### src/rtl/riscv_pkg.sv
// Shared RV32I front-end types: NOP encoding, PC source select, fetch FSM states.
// Latency: n/a (types and constants only).
// Backpressure: n/a.
package riscv_pkg;

    // addi x0, x0, 0 -- canonical bubble instruction
    localparam logic [31:0] NOP_INST = 32'h0000_0013;

    // 2'b11 is reserved and behaves as PC_SEQ
    typedef enum logic [1:0] {
        PC_SEQ  = 2'b00,
        PC_BR   = 2'b01,
        PC_JALR = 2'b10
    } pcsrc_t;

    typedef enum logic [2:0] {
        IDLE  = 3'd0,
        REQ   = 3'd1,
        WAIT  = 3'd2,
        HOLD  = 3'd3,
        DRAIN = 3'd4
    } fetch_state_t;

endpackage

### src/rtl/pc_next_sel.sv
// Next-PC select: pc_f+4, branch target or jalr target (bit0 cleared), word aligned.
// Latency: combinational.
// Backpressure: none; the caller decides when the selected PC is applied.
module pc_next_sel
    import riscv_pkg::*;
(
    input  logic [31:0] i_pc_f,
    input  logic [1:0]  i_pcsrc,
    input  logic [31:0] i_br_target,
    input  logic [31:0] i_jalr_target,
    output logic [31:0] o_next_pc,
    output logic        o_redirect,
    output logic        o_misalign
);

    logic [31:0] w_jalr_clr;

    assign w_jalr_clr = {i_jalr_target[31:1], 1'b0};

    // pick the target; misalignment is judged before the low bits are forced to zero
    always_comb begin
        o_next_pc  = i_pc_f + 32'd4;
        o_redirect = 1'b0;
        o_misalign = 1'b0;
        if (i_pcsrc == PC_BR) begin
            o_next_pc  = {i_br_target[31:2], 2'b00};
            o_redirect = 1'b1;
            o_misalign = (i_br_target[1:0] != 2'b00);
        end else if (i_pcsrc == PC_JALR) begin
            o_next_pc  = {w_jalr_clr[31:2], 2'b00};
            o_redirect = 1'b1;
            o_misalign = w_jalr_clr[1];
        end
    end

endmodule

### src/rtl/fetch_unit.sv
// Instruction fetch: PC, single-outstanding imem read, IF/ID register with one-word skid buffer.
// Latency: 2 cycles per instruction with zero-wait memory (req, then response loads IF/ID).
// Backpressure: stall freezes IF/ID and parks a returning word in the buffer; redirects override stall.
module fetch_unit
    import riscv_pkg::*;
#(
    parameter logic [31:0] RESET_PC = 32'h0000_0000
) (
    input  logic        clk,
    input  logic        rst,
    input  logic [1:0]  PCsrc,
    input  logic [31:0] br_target,
    input  logic [31:0] jalr_target,
    input  logic        stall,
    output logic        imem_req,
    output logic [31:0] imem_addr,
    input  logic        imem_rvalid,
    input  logic [31:0] imem_rdata,
    output logic [31:0] Inst,
    output logic [31:0] pc_d,
    output logic [31:0] pc_plus4_d,
    output logic        inst_valid,
    output logic        misalign_err
);

    fetch_state_t r_state;
    logic [31:0]  r_pc_f;
    logic         r_imem_req;
    logic [31:0]  r_inst;
    logic [31:0]  r_pc_d;
    logic [31:0]  r_pc_plus4_d;
    logic         r_inst_valid;
    logic         r_misalign;
    logic [31:0]  r_buf;
    logic         r_buf_valid;

    logic [31:0]  w_next_pc;
    logic         w_redirect;
    logic         w_misalign;

    pc_next_sel u_pc_next_sel (
        .i_pc_f        (r_pc_f),
        .i_pcsrc       (PCsrc),
        .i_br_target   (br_target),
        .i_jalr_target (jalr_target),
        .o_next_pc     (w_next_pc),
        .o_redirect    (w_redirect),
        .o_misalign    (w_misalign)
    );

    // fetch FSM with IF/ID register; all outputs registered here
    always_ff @(posedge clk or posedge rst) begin
        if (rst) begin
            r_state      <= IDLE;
            r_pc_f       <= RESET_PC;
            r_imem_req   <= 1'b0;
            r_inst       <= NOP_INST;
            r_pc_d       <= 32'd0;
            r_pc_plus4_d <= 32'd4;
            r_inst_valid <= 1'b0;
            r_misalign   <= 1'b0;
            r_buf        <= NOP_INST;
            r_buf_valid  <= 1'b0;
        end else begin
            r_imem_req <= 1'b0;
            r_misalign <= 1'b0;
            // decode is free and nothing is delivered unless overridden below: bubble
            if (!stall) begin
                r_inst       <= NOP_INST;
                r_inst_valid <= 1'b0;
            end
            if (w_redirect) begin
                r_pc_f       <= w_next_pc;
                r_misalign   <= w_misalign;
                r_inst       <= NOP_INST;
                r_inst_valid <= 1'b0;
                r_buf_valid  <= 1'b0;
                // a response still owed by memory must be swallowed before refetching;
                // one arriving this very cycle is simply dropped
                if (r_state == REQ ||
                    ((r_state == WAIT || r_state == DRAIN) && !imem_rvalid)) begin
                    r_state <= DRAIN;
                end else begin
                    r_state    <= REQ;
                    r_imem_req <= 1'b1;
                end
            end else begin
                case (r_state)
                    IDLE: begin
                        r_state    <= REQ;
                        r_imem_req <= 1'b1;
                    end
                    REQ: begin
                        r_state <= WAIT;
                    end
                    WAIT: begin
                        if (imem_rvalid) begin
                            if (!stall) begin
                                r_inst       <= imem_rdata;
                                r_inst_valid <= 1'b1;
                                r_pc_d       <= r_pc_f;
                                r_pc_plus4_d <= w_next_pc;
                                r_pc_f       <= w_next_pc;
                                r_state      <= REQ;
                                r_imem_req   <= 1'b1;
                            end else begin
                                r_buf       <= imem_rdata;
                                r_buf_valid <= 1'b1;
                                r_state     <= HOLD;
                            end
                        end
                    end
                    HOLD: begin
                        if (!stall) begin
                            r_inst       <= r_buf;
                            r_inst_valid <= r_buf_valid;
                            r_pc_d       <= r_pc_f;
                            r_pc_plus4_d <= w_next_pc;
                            r_pc_f       <= w_next_pc;
                            r_buf_valid  <= 1'b0;
                            r_state      <= REQ;
                            r_imem_req   <= 1'b1;
                        end
                    end
                    DRAIN: begin
                        if (imem_rvalid) begin
                            r_state    <= REQ;
                            r_imem_req <= 1'b1;
                        end
                    end
                    default: begin
                        r_state <= IDLE;
                    end
                endcase
            end
        end
    end

    assign imem_req     = r_imem_req;
    assign imem_addr    = r_pc_f;
    assign Inst         = r_inst;
    assign pc_d         = r_pc_d;
    assign pc_plus4_d   = r_pc_plus4_d;
    assign inst_valid   = r_inst_valid;
    assign misalign_err = r_misalign;

endmodule
### config.mk
export PLATFORM = sky130hd
export DESIGN_NAME = fetch_unit
export DESIGN_NICKNAME = d
export VERILOG_FILES = /design/src/rtl/riscv_pkg.sv /design/src/rtl/pc_next_sel.sv /design/src/rtl/fetch_unit.sv
export SDC_FILE = /design/constraint.sdc
export NUM_CORES = 1
export LEC_CHECK = 0
export BUFFER_PORTS_ARGS = -buffer_cell sky130_fd_sc_hd__buf_2
export CORE_MARGIN = 2
export CORE_UTILIZATION = 50
export DETAILED_ROUTE_END_ITERATION = 6
export PLACE_DENSITY = 0.77
export SETUP_SLACK_MARGIN = 0.5
export SLEW_MARGIN = 5
export SYNTH_ARGS = -nofsm -noshare
export SYNTH_HDL_FRONTEND = slang
export SYNTH_SLANG_ARGS = --single-unit
### constraint.sdc
create_clock -name clk -period 8.1 [get_ports clk]
set_clock_uncertainty 0.05 [all_clocks]
set_input_delay 2.025 -clock clk [delete_from_list [all_inputs] [get_ports clk]]
set_output_delay 2.025 -clock clk [all_outputs]
set_load 0.02 [all_outputs]
* After elaboration in Yosys (flattened, before gate mapping)
Index checks and enable logic that the tools add are counted.
Word-level totals: flip-flop bits (word level) 167, input port bits 102, output and inout port bits 131, word-level logic and storage cells 83
Cells by class: add/sub/neg operators 1, equal/unequal tests 11, muxes and demuxes 47, bitwise logic cells 1, reduce and logical (&&, ||, !) cells 13
Operator list (number):
- 32-bit 2-to-1 mux | 14
- 32-bit one-hot mux with 2 select lines | 4
- 32-bit by 3-bit adder with 32-bit output, second input constant | 1
- 1-bit 2-to-1 mux | 19
- 3-bit 2-to-1 mux | 5
- 3-bit one-hot mux with 5 select lines | 1
- 3-bit by 2-bit != test with 1-bit output, second input constant | 4
- 4-bit AND reduction | 2
- 3-bit by 2-bit == test with 1-bit output, second input constant | 2
- 3-bit AND reduction | 2
- 1-bit one-hot mux with 2 select lines | 2
- 1-bit one-hot mux with 4 select lines | 1
- 2-bit nonzero test | 2
- 3-bit by 1-bit == test with 1-bit output, second input constant | 1
- 3-bit == test, second input constant | 1
- 3-bit logical NOT | 1
- 3-bit nonzero test | 1
- 2-bit by 1-bit == test with 1-bit output, second input constant | 1
- 2-bit == test, second input constant | 1
- 1-bit logical OR | 2
- 2-bit 2-to-1 mux | 1
- 2-bit != test, second input constant | 1
- 2-bit AND reduction | 1
- 1-bit logical AND | 1
- 2 further kinds | 2

* Longest topological paths before layout
word-level depth 7, depth in mapped cells 9, mapped depth without buffers 7

* Hierarchy
From an unflattened synthesis, not the netlist that was laid out.
Second synthesis, totals: cells, all modules 610, area total of the unflattened synthesis 8085.3 um^2
Modules (own cells, without submodules):
- fetch_unit | times used 1, cells an instance 427, area each 6907.9 um^2, sequential area each 4187.8 um^2
- pc_next_sel | times used 1, cells an instance 183, area each 1177.4 um^2, sequential area each 0.0 um^2

* Worst setup path after synthesis
Ideal clock, no wire load.
path type in2reg, from input PCsrc[0], to register r_buf[19], library setup time 0.125 ns, data arrival time 3.589 ns, required time 7.925 ns, path slack 4.336 ns, cell stages on the path 7, path buffers 3, cells stage by stage inv_1 > ha_1 > clkbuf_1 > and3_1 > clkbuf_1 > buf_1 > mux2_2
On the way: longest elaborated chain between the ends 5, elaborated cells between the ends (all ways) 6, those cells by class 2 x eq/ne; 2 x mux; 1 x bitwise; 1 x reduce/logical
RTL lines:
- from (decl) | RTL line fetch_unit.sv:11 | input logic [1:0] PCsrc,
- 2-bit == test | RTL line pc_next_sel.sv:29 | end else if (i_pcsrc == PC_JALR) begin
- 1-bit 2-to-1 mux | RTL line pc_next_sel.sv:29
- 1-bit 2-to-1 mux (*) | RTL line pc_next_sel.sv:25 | if (i_pcsrc == PC_BR) begin
- 1-bit inverter (no line) (*)
- 4-bit AND reduction (no line) (*)
- to (signal assigned) | RTL line fetch_unit.sv:107 | r_buf <= imem_rdata;
- to (decl) | RTL line fetch_unit.sv:34 | logic [31:0] r_buf;
Mark *: on every way between the ends. The rest lies on a longest branch, timed or not. A chain may end at the register's enable or synchronous reset.

* Worst setup path in the final report
from input stall, to register r_inst[14] (netlist: Inst[14])
On the way: longest elaborated chain between the ends 5, elaborated cells between the ends (all ways) 6, those cells by class 6 x mux
RTL lines:
- from (decl) | RTL line fetch_unit.sv:14 | input logic stall,
- 32-bit 2-to-1 mux | RTL line fetch_unit.sv:68 | if (!stall) begin
- 32-bit 2-to-1 mux | RTL line fetch_unit.sv:98 | if (!stall) begin
- 32-bit 2-to-1 mux | RTL line fetch_unit.sv:97 | if (imem_rvalid) begin
- 32-bit one-hot mux with 2 select lines (*) | RTL line fetch_unit.sv:88 | case (r_state)
- 32-bit 2-to-1 mux (*) | RTL line fetch_unit.sv:72 | if (w_redirect) begin
- to (signal assigned) | RTL line fetch_unit.sv:99 | r_inst <= imem_rdata;
- to (signal assigned) | RTL line fetch_unit.sv:115 | r_inst <= r_buf;
- to (decl) | RTL line fetch_unit.sv:29 | logic [31:0] r_inst;
Marks and branches as above.

==> flow_summary_export.csv <==
group,metric,value,unit
outcome,status,"finished, final reports clean",
layout,area_growth,23.4,%
place,gp_congestion,0.813,
cts,cts_hold_buf,0,
pwr,power_frac_clock,27.1,%
global_route,grt_pass1_wl,34.1,mm
timing,fin_crit_sh,50.3,%
drt,wire_per_inst,18.1,microns
pwr,p_int,2.17,mW
worst_setup_path,cp_max_fo,37,
timing,drv_slew,0,
logic_synthesis,synth_warnings,0,
logic_synthesis,ys_types,69,
place,post-place-cells,1185,
die,initial_core_util,51.0,%
timing,max_slew_margin,18.7,%
timing,final-setup-viol-count,0,
timing,fin_crit,4070,ps
pwr,p_sw,1.26,mW
worst_setup_path,cp.required,8400,ps
worst_setup_path,worstPathCellList,"buf_2, nor3b_2, and2_1, a222oi_1, nor2b_1",
global_route,antenna_found_initial,3,
timing,clock.fmax,246,MHz
run,cap_violations,0,
pwr,seqPwrFrac,40.6,%
layout,layout-drive-gt1-share,34.3,%
layout,seq_area,0.00419,sq mm
cts,cts_resized,0,
cts,cts_max_level,4,
layout,final_nets,1093,
layout,fin_cells,1218,
worst_setup_path,critPathLaunchType,"primary input",
layout,final_cell_mix,"231 x buf_2, 160 x dfrtp_1, 138 x nand2_1, 50 x mux2_2, 39 x o21ai_0",
layout,final_common_cell,"buf_2",
logic_synthesis,synthCells,794,
place,port_buffers,231,
die,die_area,0.0172,sq mm
drt,dr_total_vias,6960,
worst_setup_path,slowest_stage,"and2_1",
cts,clock_sink_count,167,
cts,cts-root-buf,"clkbuf_16",
layout,fin_area,0.00996,sq mm
place,place_hpwl,14.3,mm
pwr,swShare,36.7,%
die,die_h,131,microns
logic_synthesis,synth_edf_count,0,
global_route,grt_max_degree,91,
layout,multi_input_area,0.00355,sq mm
min_path,hp-class,"reg -> reg",
logic_synthesis,synth_top_flop_cell,"dfrtp_1",
worst_setup_path,crit_type,"in -> reg",
global_route,grt_pass1_vias,6482,
pwr,p_leak,4.75,nW
worst_setup_path,arrival,4370,ps
cts,clockBufferDepth,2,
worst_setup_path,endpoint_kind,"register",
timing,rsz0062_at_grt,"false",
die,rows,46,
cts,clock_latency,430,ps
die,io_pins,233,
cts,tritoncts,"yes",
drt,remaining_drc_errors,0,
timing,hold_viol,0,
cts,clk_pin_slew,60,ps
timing,finalSetupTns,0,ps
drt,wl,22.0,mm
logic_synthesis,syn_avg_cell_area,10.2,sq um
drt,ant_nets,0,
logic_synthesis,ys_seq_area_share,51.9,%
cts,postCtsSetupRepairBufs,0,
pwr,ir_worst_vdd,0.199,mV
die,core,0.0158,sq mm
pwr,p_comb_share,32.3,%
die,die_x,131,microns
logic_synthesis,async_reset_ff_share,100,%
timing,worst_pin_slew,1220,ps
logic_synthesis,synth_nets,899,
pwr,finalPower,3.44,mW
pwr,powerDensity,345,mW/mm^2
global_route,grt_usage,25.8,%
place,dpl_cell_area,0.00928,sq mm
global_route,overflow,0,
logic_synthesis,synth-seq-cells,167,
logic_synthesis,synth_area,0.00807,sq mm
drt,drt_iter0_markers,522,
layout,nFillCells,1327,
worst_setup_path,rrSetupSlack,5250,ps
drt,via_per_inst,5.71,
drt,firstDrtPassIters,7,
worst_setup_path,cpPeakStageDelay,1010,ps
cts,cts_made_buffers,17,
cells by family after synthesis:
kind of cell	Yosys count	synth area share, %
AO/OA/AOI/OAI	181	15.6
XOR/XNOR	18	1.95
adder cells (fa/ha/maj)	3	0.465
buffers and inverters	76	4.20
flip-flops	167	51.9
multiplexers	61	8.37
AND/OR/NAND/NOR	288	17.5
worst max-delay path, delay by kind of cell:
family,cells,cell delay (ps)
AOI/OAI and AO/OA,1,230
and+or+nand+nor,3,1740
buffers and inverters,1,340
path summary, 6_finish.rpt:
check | start | endpoint | depth (start not counted)
worst max register to register | imem_addr[3] | imem_addr[20] | 6
worst max-delay path | stall | Inst[14] | 5
worst min register to register | pc_plus4_d[0] | pc_plus4_d[0] | 2
worst min-delay path | pc_plus4_d[0] | pc_plus4_d[0] | 2
min in group asynchronous | rst | misalign_err | 2
max in group asynchronous | rst | imem_addr[5] | 3
registers in the layout (all words and copies together), names as in the netlist, 3 cells and up:
register / flops
r_state: 3
r_buf: 32
pc_d: 32
imem_addr: 32
pc_plus4_d: 32
Inst: 32
layer usage:
layer	global-route usage, %	vias up	share of wire [%]
li1	-	3254	-
met1	34.0	3344	42
met2	40.4	318	47
met3	7.04	40	8.8
met4	10.6	4	2.3
met5	0	-	0.12
Yosys cell counts (4+ instances only):
| library cell | number | area [sq um] |
|---|---|---|
| xor2_1 | 4 | 35.0 |
| nor2_1 | 33 | 124 |
| a21oi_1 | 38 | 190 |
| mux2i_1 | 9 | 90.1 |
| o2bb2ai_1 | 4 | 35.0 |
| nand2_1 | 138 | 518 |
| nand3b_1 | 4 | 30.0 |
| o22ai_1 | 15 | 93.8 |
| o21ai_0 | 39 | 195 |
| dfstp_2 | 7 | 184 |
| nor3_1 | 9 | 45.0 |
| nand2b_1 | 7 | 43.8 |
| a222oi_1 | 32 | 320 |
| buf_6 | 4 | 45.0 |
| buf_4 | 5 | 37.5 |
| mux2_2 | 50 | 563 |
| and3_1 | 7 | 43.8 |
| xnor2_1 | 14 | 123 |
| dfrtp_1 | 160 | 4000 |
| inv_1 | 11 | 41.3 |
| nor4_1 | 6 | 37.5 |
| nand3_1 | 13 | 65.1 |
| clkbuf_1 | 44 | 165 |
| buf_1 | 8 | 30.0 |
| a31oi_1 | 11 | 68.8 |
| nand4_1 | 11 | 68.8 |
| nor2b_1 | 37 | 231 |
| and4_1 | 5 | 43.8 |
| a22o_1 | 4 | 35.0 |
stage by stage:
stage | setup slack, ps | hold slack [ps] | utilization [%]
after detailed placement | 3620 | 406 | 58.6
after global placement | 3660 | 396 | 58.6
after CTS | 4050 | 421 | 62.9
after floorplan | 1520 | 409 | -
after global routing | 3880 | 437 | 62.9
final | 4030 | 414 | 62.9
final cells by class:
| type | count | area share, % |
|---|---|---|
| antenna | 1 | 0.0251 |
| clock buffer | 21 | 4.62 |
| clock inverter | 11 | 2.19 |
| inverter | 11 | 0.465 |
| multi-input combinational | 551 | 35.6 |
| sequential | 167 | 42.1 |
| tap | 216 | 2.71 |
| timing repair buffer | 240 | 12.3 |
power by group through the flow:
stage | Sequential (mW) | Clock, mW | Combinational [mW]
final | 1.39 | 0.932 | 1.11
after global routing | 1.44 | 0.986 | 1.21
after CTS | 1.39 | 0.944 | 1.12
after detailed placement | 1.40 | 0 | 1.11
after global placement | 1.39 | 0 | 1.09
after floorplan | 1.58 | 0 | 0.551
(Power assumes the default switching activity.)
